## src/rtl/const_fetch.sv

```systemverilog
// Constant-ROM fetch controller: decodes a 3-bit constant index to a one-hot ROM
// address, waits out the ROM's registered latency, and presents the word (optionally GF(3)-negated).
module const_fetch #(
  parameter int WIDTH = 198,
  parameter int AW    = 7
) (
  input  logic             clk,
  input  logic             reset_n,
  input  logic             req,
  input  logic [2:0]       sel,
  input  logic             neg,
  output logic             busy,
  output logic [AW-1:0]    rom_addr,
  input  logic [WIDTH-1:0] rom_out,
  input  logic             rom_eff,
  output logic             done,
  output logic             err,
  output logic [WIDTH-1:0] data
);

  localparam logic [1:0] S_IDLE  = 2'd0;
  localparam logic [1:0] S_ISSUE = 2'd1;
  localparam logic [1:0] S_WAIT  = 2'd2;
  localparam logic [1:0] S_DONE  = 2'd3;

  logic [1:0]       state_q, state_d;
  logic [2:0]       sel_q, sel_d;
  logic             neg_q, neg_d;
  logic [AW-1:0]    rom_addr_q, rom_addr_d;
  logic             busy_q, busy_d;
  logic             done_q, done_d;
  logic             err_q, err_d;
  logic [WIDTH-1:0] data_q, data_d;
  logic [WIDTH-1:0] neg_word;
  logic             accept;

  // GF(3) negation per 2-bit coefficient is a swap of its two bits (1 <-> 2, 0 stays 0).
  always_comb begin
    // NOTE: every signal written in always_comb gets a default first so no latch is inferred.
    neg_word = '0;
    for (int k = 0; k < WIDTH / 2; k++) begin
      neg_word[2*k]   = rom_out[2*k+1];
      neg_word[2*k+1] = rom_out[2*k];
    end
  end

  always_comb begin
    accept  = req & ((state_q == S_IDLE) | (state_q == S_DONE));
    state_d = state_q;
    case (state_q)
      S_IDLE:  if (accept) state_d = S_ISSUE;
      S_ISSUE: state_d = S_WAIT;
      S_WAIT:  state_d = S_DONE;
      S_DONE:  state_d = accept ? S_ISSUE : S_IDLE;
      default: state_d = S_IDLE;
    endcase

    sel_d = accept ? sel : sel_q;
    neg_d = accept ? neg : neg_q;

    // Indices 5..7 decode to no address; the ROM's ineffective default raises err.
    rom_addr_d = '0;
    if ((state_d == S_ISSUE) && (sel_d <= 3'd4)) rom_addr_d = AW'(1) << sel_d;

    busy_d = (state_d == S_ISSUE) | (state_d == S_WAIT);
    done_d = (state_q == S_WAIT);

    data_d = data_q;
    err_d  = err_q;
    if (state_q == S_WAIT) begin
      err_d  = ~rom_eff;
      data_d = rom_eff ? (neg_q ? neg_word : rom_out) : '0;
    end
  end

  always_ff @(posedge clk) begin
    // NOTE: sequential state uses non-blocking assignments so all registers update together.
    if (!reset_n) begin
      state_q    <= S_IDLE;
      sel_q      <= '0;
      neg_q      <= 1'b0;
      rom_addr_q <= '0;
      busy_q     <= 1'b0;
      done_q     <= 1'b0;
      err_q      <= 1'b0;
      data_q     <= '0;
    end else begin
      state_q    <= state_d;
      sel_q      <= sel_d;
      neg_q      <= neg_d;
      rom_addr_q <= rom_addr_d;
      busy_q     <= busy_d;
      done_q     <= done_d;
      err_q      <= err_d;
      data_q     <= data_d;
    end
  end

  assign busy     = busy_q;
  assign rom_addr = rom_addr_q;
  assign done     = done_q;
  assign err      = err_q;
  assign data     = data_q;

endmodule

```

## config.mk

```make
export PLATFORM = sky130hd
export DESIGN_NAME = const_fetch
export DESIGN_NICKNAME = d
export VERILOG_FILES = /design/src/rtl/const_fetch.sv
export SDC_FILE = /design/constraint.sdc
export NUM_CORES = 1
export LEC_CHECK = 0
export ABC_AREA = 1
export CORE_AREA = 2 2 174 176
export DETAILED_ROUTE_END_ITERATION = 10
export DIE_AREA = 0 0 176 178
export PLACE_DENSITY_LB_ADDON = 0.08
export SYNTH_ARGS = -nofsm -noshare
export SYNTH_HDL_FRONTEND = slang
export SYNTH_SLANG_ARGS = --single-unit
```

## constraint.sdc

```tcl
create_clock -name clk -period 4.1 [get_ports clk]
set_clock_uncertainty 0.1 [all_clocks]
set_input_delay 0.82 -clock clk [delete_from_list [all_inputs] [get_ports clk]]
set_output_delay 0.82 -clock clk [all_outputs]
set_load 0.05 [all_outputs]
```

==> results.cfg, run 1 <==
[pwr]
clock_power_share = 0.263
p_per_area_nw_per_um2 = 546.4
max-vdd-ir-drop_mv = 0.3762
power_leakage_nw = 6.283
p_int_w = 0.004791
p_switching_w = 0.003534
power_frac_seq = 0.312
comb_power_share = 0.425
p_sw_frac = 0.4245

[routing]
drc = 0
vias = 10800
wirelength_um = 34110
wl_per_cell_um = 14.66
first_pass_iters = 6
drtIter0Drc = 626
ant_nets = 0
drt-vias-per-instance = 4.641

[setup_path]
cp.arrival_ps = 1760
cp.depth = 1
crit_path_start_kind = flop
crit_start = data[107]
cp_data_required_time_ps = 3180
path_cells = clkdlybuf4s50_1
rr_worst_depth = 5
critPathBufInv = 1
slowest_delay_ps = 840
rrSetupSlack_ps = 1780
worst_path_max_delay_cell = clkdlybuf4s50_1
r2r_end = data[13]
crit_family = buffers and inverters
crit_fanout = 2
cp-endpoint = data[107]
r2r_start = neg_q
crit_path_end_kind = output port
path_class = reg -> out

[yosys]
syn_inst = 1566
yosys_warnings = 0
yosysUniqueCellTypes = 23
synth_area_um2 = 10200
netlist_top_cells_area = dfxtp_1 (42%), nand2_1 (22%), a21oi_1 (9.8%)
synth_area_leader_cell = dfxtp_1
synthDominantCellAreaShare = 0.4198
ys_ff_latch = 214
avgSynthCellArea_um2 = 6.516
ys_seq_area_frac = 0.4198

[timing]
setup_viol = 0
hold_viol = 0
slew_headroom = 0.4632
timing.final.crit_share = 0.6532
fmax_mhz = 373.4
worstMarginPinSlew_ps = 805.2
slew_violations = 0
finalSetupTns_ps = 0
rsz0062_at_grt = no
finalCriticalPeriod_ps = 2678

[hold_path]
hp-class = reg -> reg
min_from = data[144]

[finish]
synthToLayoutAreaGrowth_pct = 49.30
drive_gt1_frac = 0.04134
num-fill-cells = 2968
layout.nets = 2126
finalNonFillerCells = 2327
final_core_util = 0.5182

[cts]
ctsHtreeMaxLevel = 1
numCtsBuffers = 26
clockBufferDepth = 3
cts_tree = built
post_cts_buffers = 0
cts_hold_buf = 0
cts_resized = 0
clock-root-buffer = clkbuf_16
worstSkewPairLatency_ps = 520
cts.reportedPaths.clkPinSlew_ps = 60
clock_sinks = 214

[placed_design]
gp_congestion = 0.8032
placedCellCount = 2278
post-dp-hpwl_um = 23260
port-buffer-count = 413

[die]
die_w_um = 176
die_y_um = 178
initial_core_util = 0.3471
dieArea_um2 = 31330
rows = 63
io_pins = 414
core_area_um2 = 29400

[grt]
grt_pass1_wl_um = 53250
grt_usage = 0.2110
grt-ovfl-total = 0
antenna_found_initial = 1
grt_max_degree = 92
grt_pass1_vias = 10020

[run_status]
status = finished clean

[flow_run]
max-cap-violations = 0
## worst min-delay path by stage
stage / endpoint / slack (ps) / depth (start not counted)
after floorplan: sel_q[2] / 370 / 2
after global placement: data[34] / 350 / 2
after detailed placement: data[2] / 350 / 2
after CTS: data[144] / 360 / 2
after global routing: data[144] / 380 / 2
final: data[144] / 360 / 2
## registers in the layout (all words and copies together) (netlist names)
name and count:
neg_q 1, err 1, busy 1, rom_addr 7, sel_q 3, state_q 2, done 1, data 198
## layout make-up
class / count / area [µm²] / share of cell area
inverters: 213 / 819.5 / 0.05379
clock buffers: 40 / 774.5 / 0.05083
flip-flops and latches: 214 / 4288 / 0.2814
well taps: 390 / 488.0 / 0.03203
clock inverters: 7 / 35.03 / 0.002299
multi-input cells: 1033 / 4529 / 0.2973
diodes: 2 / 5.005 / 0.0003285
repair buffers: 428 / 4297 / 0.2820
## power groups by stage
stage,Sequential [W],Combinational [W],Clock (W)
after floorplan,0.00354,0.00156,0
after global placement,0.00264,0.00355,0
after detailed placement,0.00264,0.00357,0
after CTS,0.00260,0.00358,0.00226
after global routing,0.00264,0.00386,0.00235
final,0.00260,0.00354,0.00219
## cell usage in the layout, fill, tap and decap left out, drive strengths merged
cell,instances
o21ai,3
clkbuf,40
conb,2
nand3b,1
clkdlybuf4s50,413
diode,2
nand3,204
nor3,1
clkinv,7
nor2,10
inv,213
or2,1
nand2,607
ha,4
a21oi,200
buf,15
dfxtp,214
## synth_stat cells
| library cell | count |
|---|---|
| o21ai_0 | 3 |
| clkbuf_1 | 29 |
| clkinv_1 | 1 |
| buf_4 | 6 |
| inv_1 | 209 |
| conb_1 | 1 |
| dfxtp_1 | 214 |
| nand3b_1 | 1 |
| buf_1 | 1 |
| or2_2 | 1 |
| buf_2 | 61 |
| nand3_1 | 184 |
| buf_12 | 1 |
| nor3_1 | 1 |
| ha_1 | 4 |
| clkbuf_8 | 4 |
| clkinv_2 | 1 |
| nor2_1 | 10 |
| a21oi_1 | 200 |
| buf_6 | 5 |
| nand3_2 | 20 |
| inv_2 | 2 |
| nand2_1 | 607 |
## metrics by stage
step | cell area (µm²) | hold slack, ps | setup WS (ps) | total power, W
after floorplan | 10210 | 369.8 | 2213 | 0.005098
after global placement | 14420 | 351.4 | 1444 | 0.006189
after detailed placement | 14420 | 354.1 | 1383 | 0.006213
after CTS | 15230 | 363.3 | 1373 | 0.008443
after global routing | 15230 | 375.2 | 1358 | 0.008849
final | 15240 | 361.1 | 1422 | 0.008325
## per-layer routing
layer | track usage | share of wire | vias to the layer above
li1 | - | - | 5534
met1 | 0.2696 | 0.42 | 4858
met2 | 0.3394 | 0.46 | 346
met3 | 0.06586 | 0.092 | 59
met4 | 0.06921 | 0.029 | 2
met5 | 0 | 0.00032 | -
## cells by family after synthesis
logic type | share of synthesized area
adder cells (fa/ha/maj) | 0.004905
other | 0.0003675
flip-flops | 0.4198
AO/OA/AOI/OAI | 0.09956
buffers and inverters | 0.1367
AND/OR/NAND/NOR | 0.3386
Note: power is estimated with default switching activity, not from simulation.
==> run 2: changes to the inputs <==
==> constraint.sdc (replaced) <==
create_clock -name clk -period 2.8 [get_ports clk]
set_clock_uncertainty 0.1 [all_clocks]
set_input_delay 0.56 -clock clk [delete_from_list [all_inputs] [get_ports clk]]
set_output_delay 0.56 -clock clk [all_outputs]
set_load 0.05 [all_outputs]
==> results.cfg, run 2 (synthesized netlist as in run 1, its figures left out) <==
[grt]
grt_pass1_wl_um = 54220
grt-ovfl-total = 0
grt_usage = 0.2132
grt_max_degree = 199
grt_pass1_vias = 10230
antenna_found_initial = 1

[finish]
final_core_util = 0.5258
largest_reg_flops = 198
synthToLayoutAreaGrowth_pct = 51.50
layout.nets = 2127
finalNonFillerCells = 2326
drive_gt1_frac = 0.04393
final_cell_mix = nand2_1 (607), clkdlybuf4s50_1 (413), dfxtp_1 (213)
layout_commonest_cell = nand2_1

[routing]
first_pass_iters = 5
wl_per_cell_um = 14.86
drt-vias-per-instance = 4.651
drc = 0
vias = 10820
wirelength_um = 34560
ant_nets = 0
drtIter0Drc = 580

[cts]
cts_resized = 0
cts.reportedPaths.clkPinSlew_ps = 60
cts_hold_buf = 0
clock-root-buffer = clkbuf_16
cts_tree = built
post_cts_buffers = 0
ctsHtreeMaxLevel = 1
clock_sinks = 214
clockBufferDepth = 3
numCtsBuffers = 26
worstSkewPairLatency_ps = 510

[setup_path]
slowest_delay_ps = 900
rr_worst_depth = 10
critPathBufInv = 1
crit_fanout = 2
worst_path_max_delay_cell = clkdlybuf4s50_1
cp.depth = 1
path_cells = clkdlybuf4s50_1
crit_path_end_kind = output port
cp_data_required_time_ps = 2140
crit_path_start_kind = flop
cp.arrival_ps = 1740
path_class = reg -> out
crit_family = buffers and inverters

[hold_path]
hp-class = reg -> reg
hold_depth = 2

[timing]
worstMarginPinSlew_ps = 888.4
fmax_mhz = 416.1
finalCriticalPeriod_ps = 2403
slew_headroom = 0.4078
setup_viol = 0
finalSetupTns_ps = 0
hold_viol = 0
timing.final.crit_share = 0.8582
slew_violations = 0
rsz0062_at_grt = no

[placed_design]
gp_congestion = 0.8137
placedCellCount = 2279
post-dp-hpwl_um = 23240
port-buffer-count = 413

[pwr]
max-vdd-ir-drop_mv = 0.5434
power_leakage_nw = 6.379
p_per_area_nw_per_um2 = 823.0

[die]
io_pins = 414
die_w_um = 176
core_area_um2 = 29400
initial_core_util = 0.3471
rows = 63
die_y_um = 178
dieArea_um2 = 31330

[flow_run]
max-cap-violations = 0

[run_status]
status = finished clean
## run 2: cell count changes in the layout (fill, tap and decap cells not counted), sizes merged
| cell | change |
|---|---|
| buf | +1 |
| clkbuf | -2 |
| bufinv | +3 |
| inv | +1 |
| clkinv | -3 |
| diode | -1 |
## run 2: through the flow
stage          hold slack, ps  cell area (µm²)  setup slack (ps)  power (W)
2_1_floorplan           369.8            10210             995.7   0.007465
3_3_place_gp            350.3            14540             506.9   0.009228
3_5_place_dp            354.5            14540             514.9   0.009256
4_1_cts                 363.3            15460             346.9    0.01288
5_1_grt                 379.9            15460             328.5    0.01348
6_report                360.3            15460             397.0    0.01272
## run 2: path summary, 6_finish.rpt
path	startpoint	to	slack [ps]
setup / recovery	data[55]	data[55]	400
hold / removal	data[36]	data[36]	360
setup reg to reg	state_q[0]	rom_addr[1]	750
hold reg to reg	data[36]	data[36]	360
## run 2: area by class of cell
class                   count  area (µm²)
fillers                  2921       13940
multi-input cells        1033        4529
repair buffers            429        4417
flip-flops and latches    214        4288
inverters                 213       819.5
clock buffers              38       797.0
well taps                 390       488.0
clock inverters             8       118.9
diodes                      1       2.502
## run 2: metal layers
layer / vias to the layer above / GRT usage / wire (µm)
met5: - / 0 / 0
met4: 0 / 0.06095 / 930
met3: 46 / 0.06607 / 2908
met2: 316 / 0.3565 / 16060
met1: 4930 / 0.2652 / 14660
li1: 5527 / - / -
## run 2: where the power goes
group | switching, W | leakage (nW) | total (W) | internal (W)
Clock | 0.00134 | 0.456 | 0.00357 | 0.00224
Combinational | 0.00368 | 4.19 | 0.00543 | 0.00174
Sequential | 0.000230 | 1.73 | 0.00373 | 0.00350
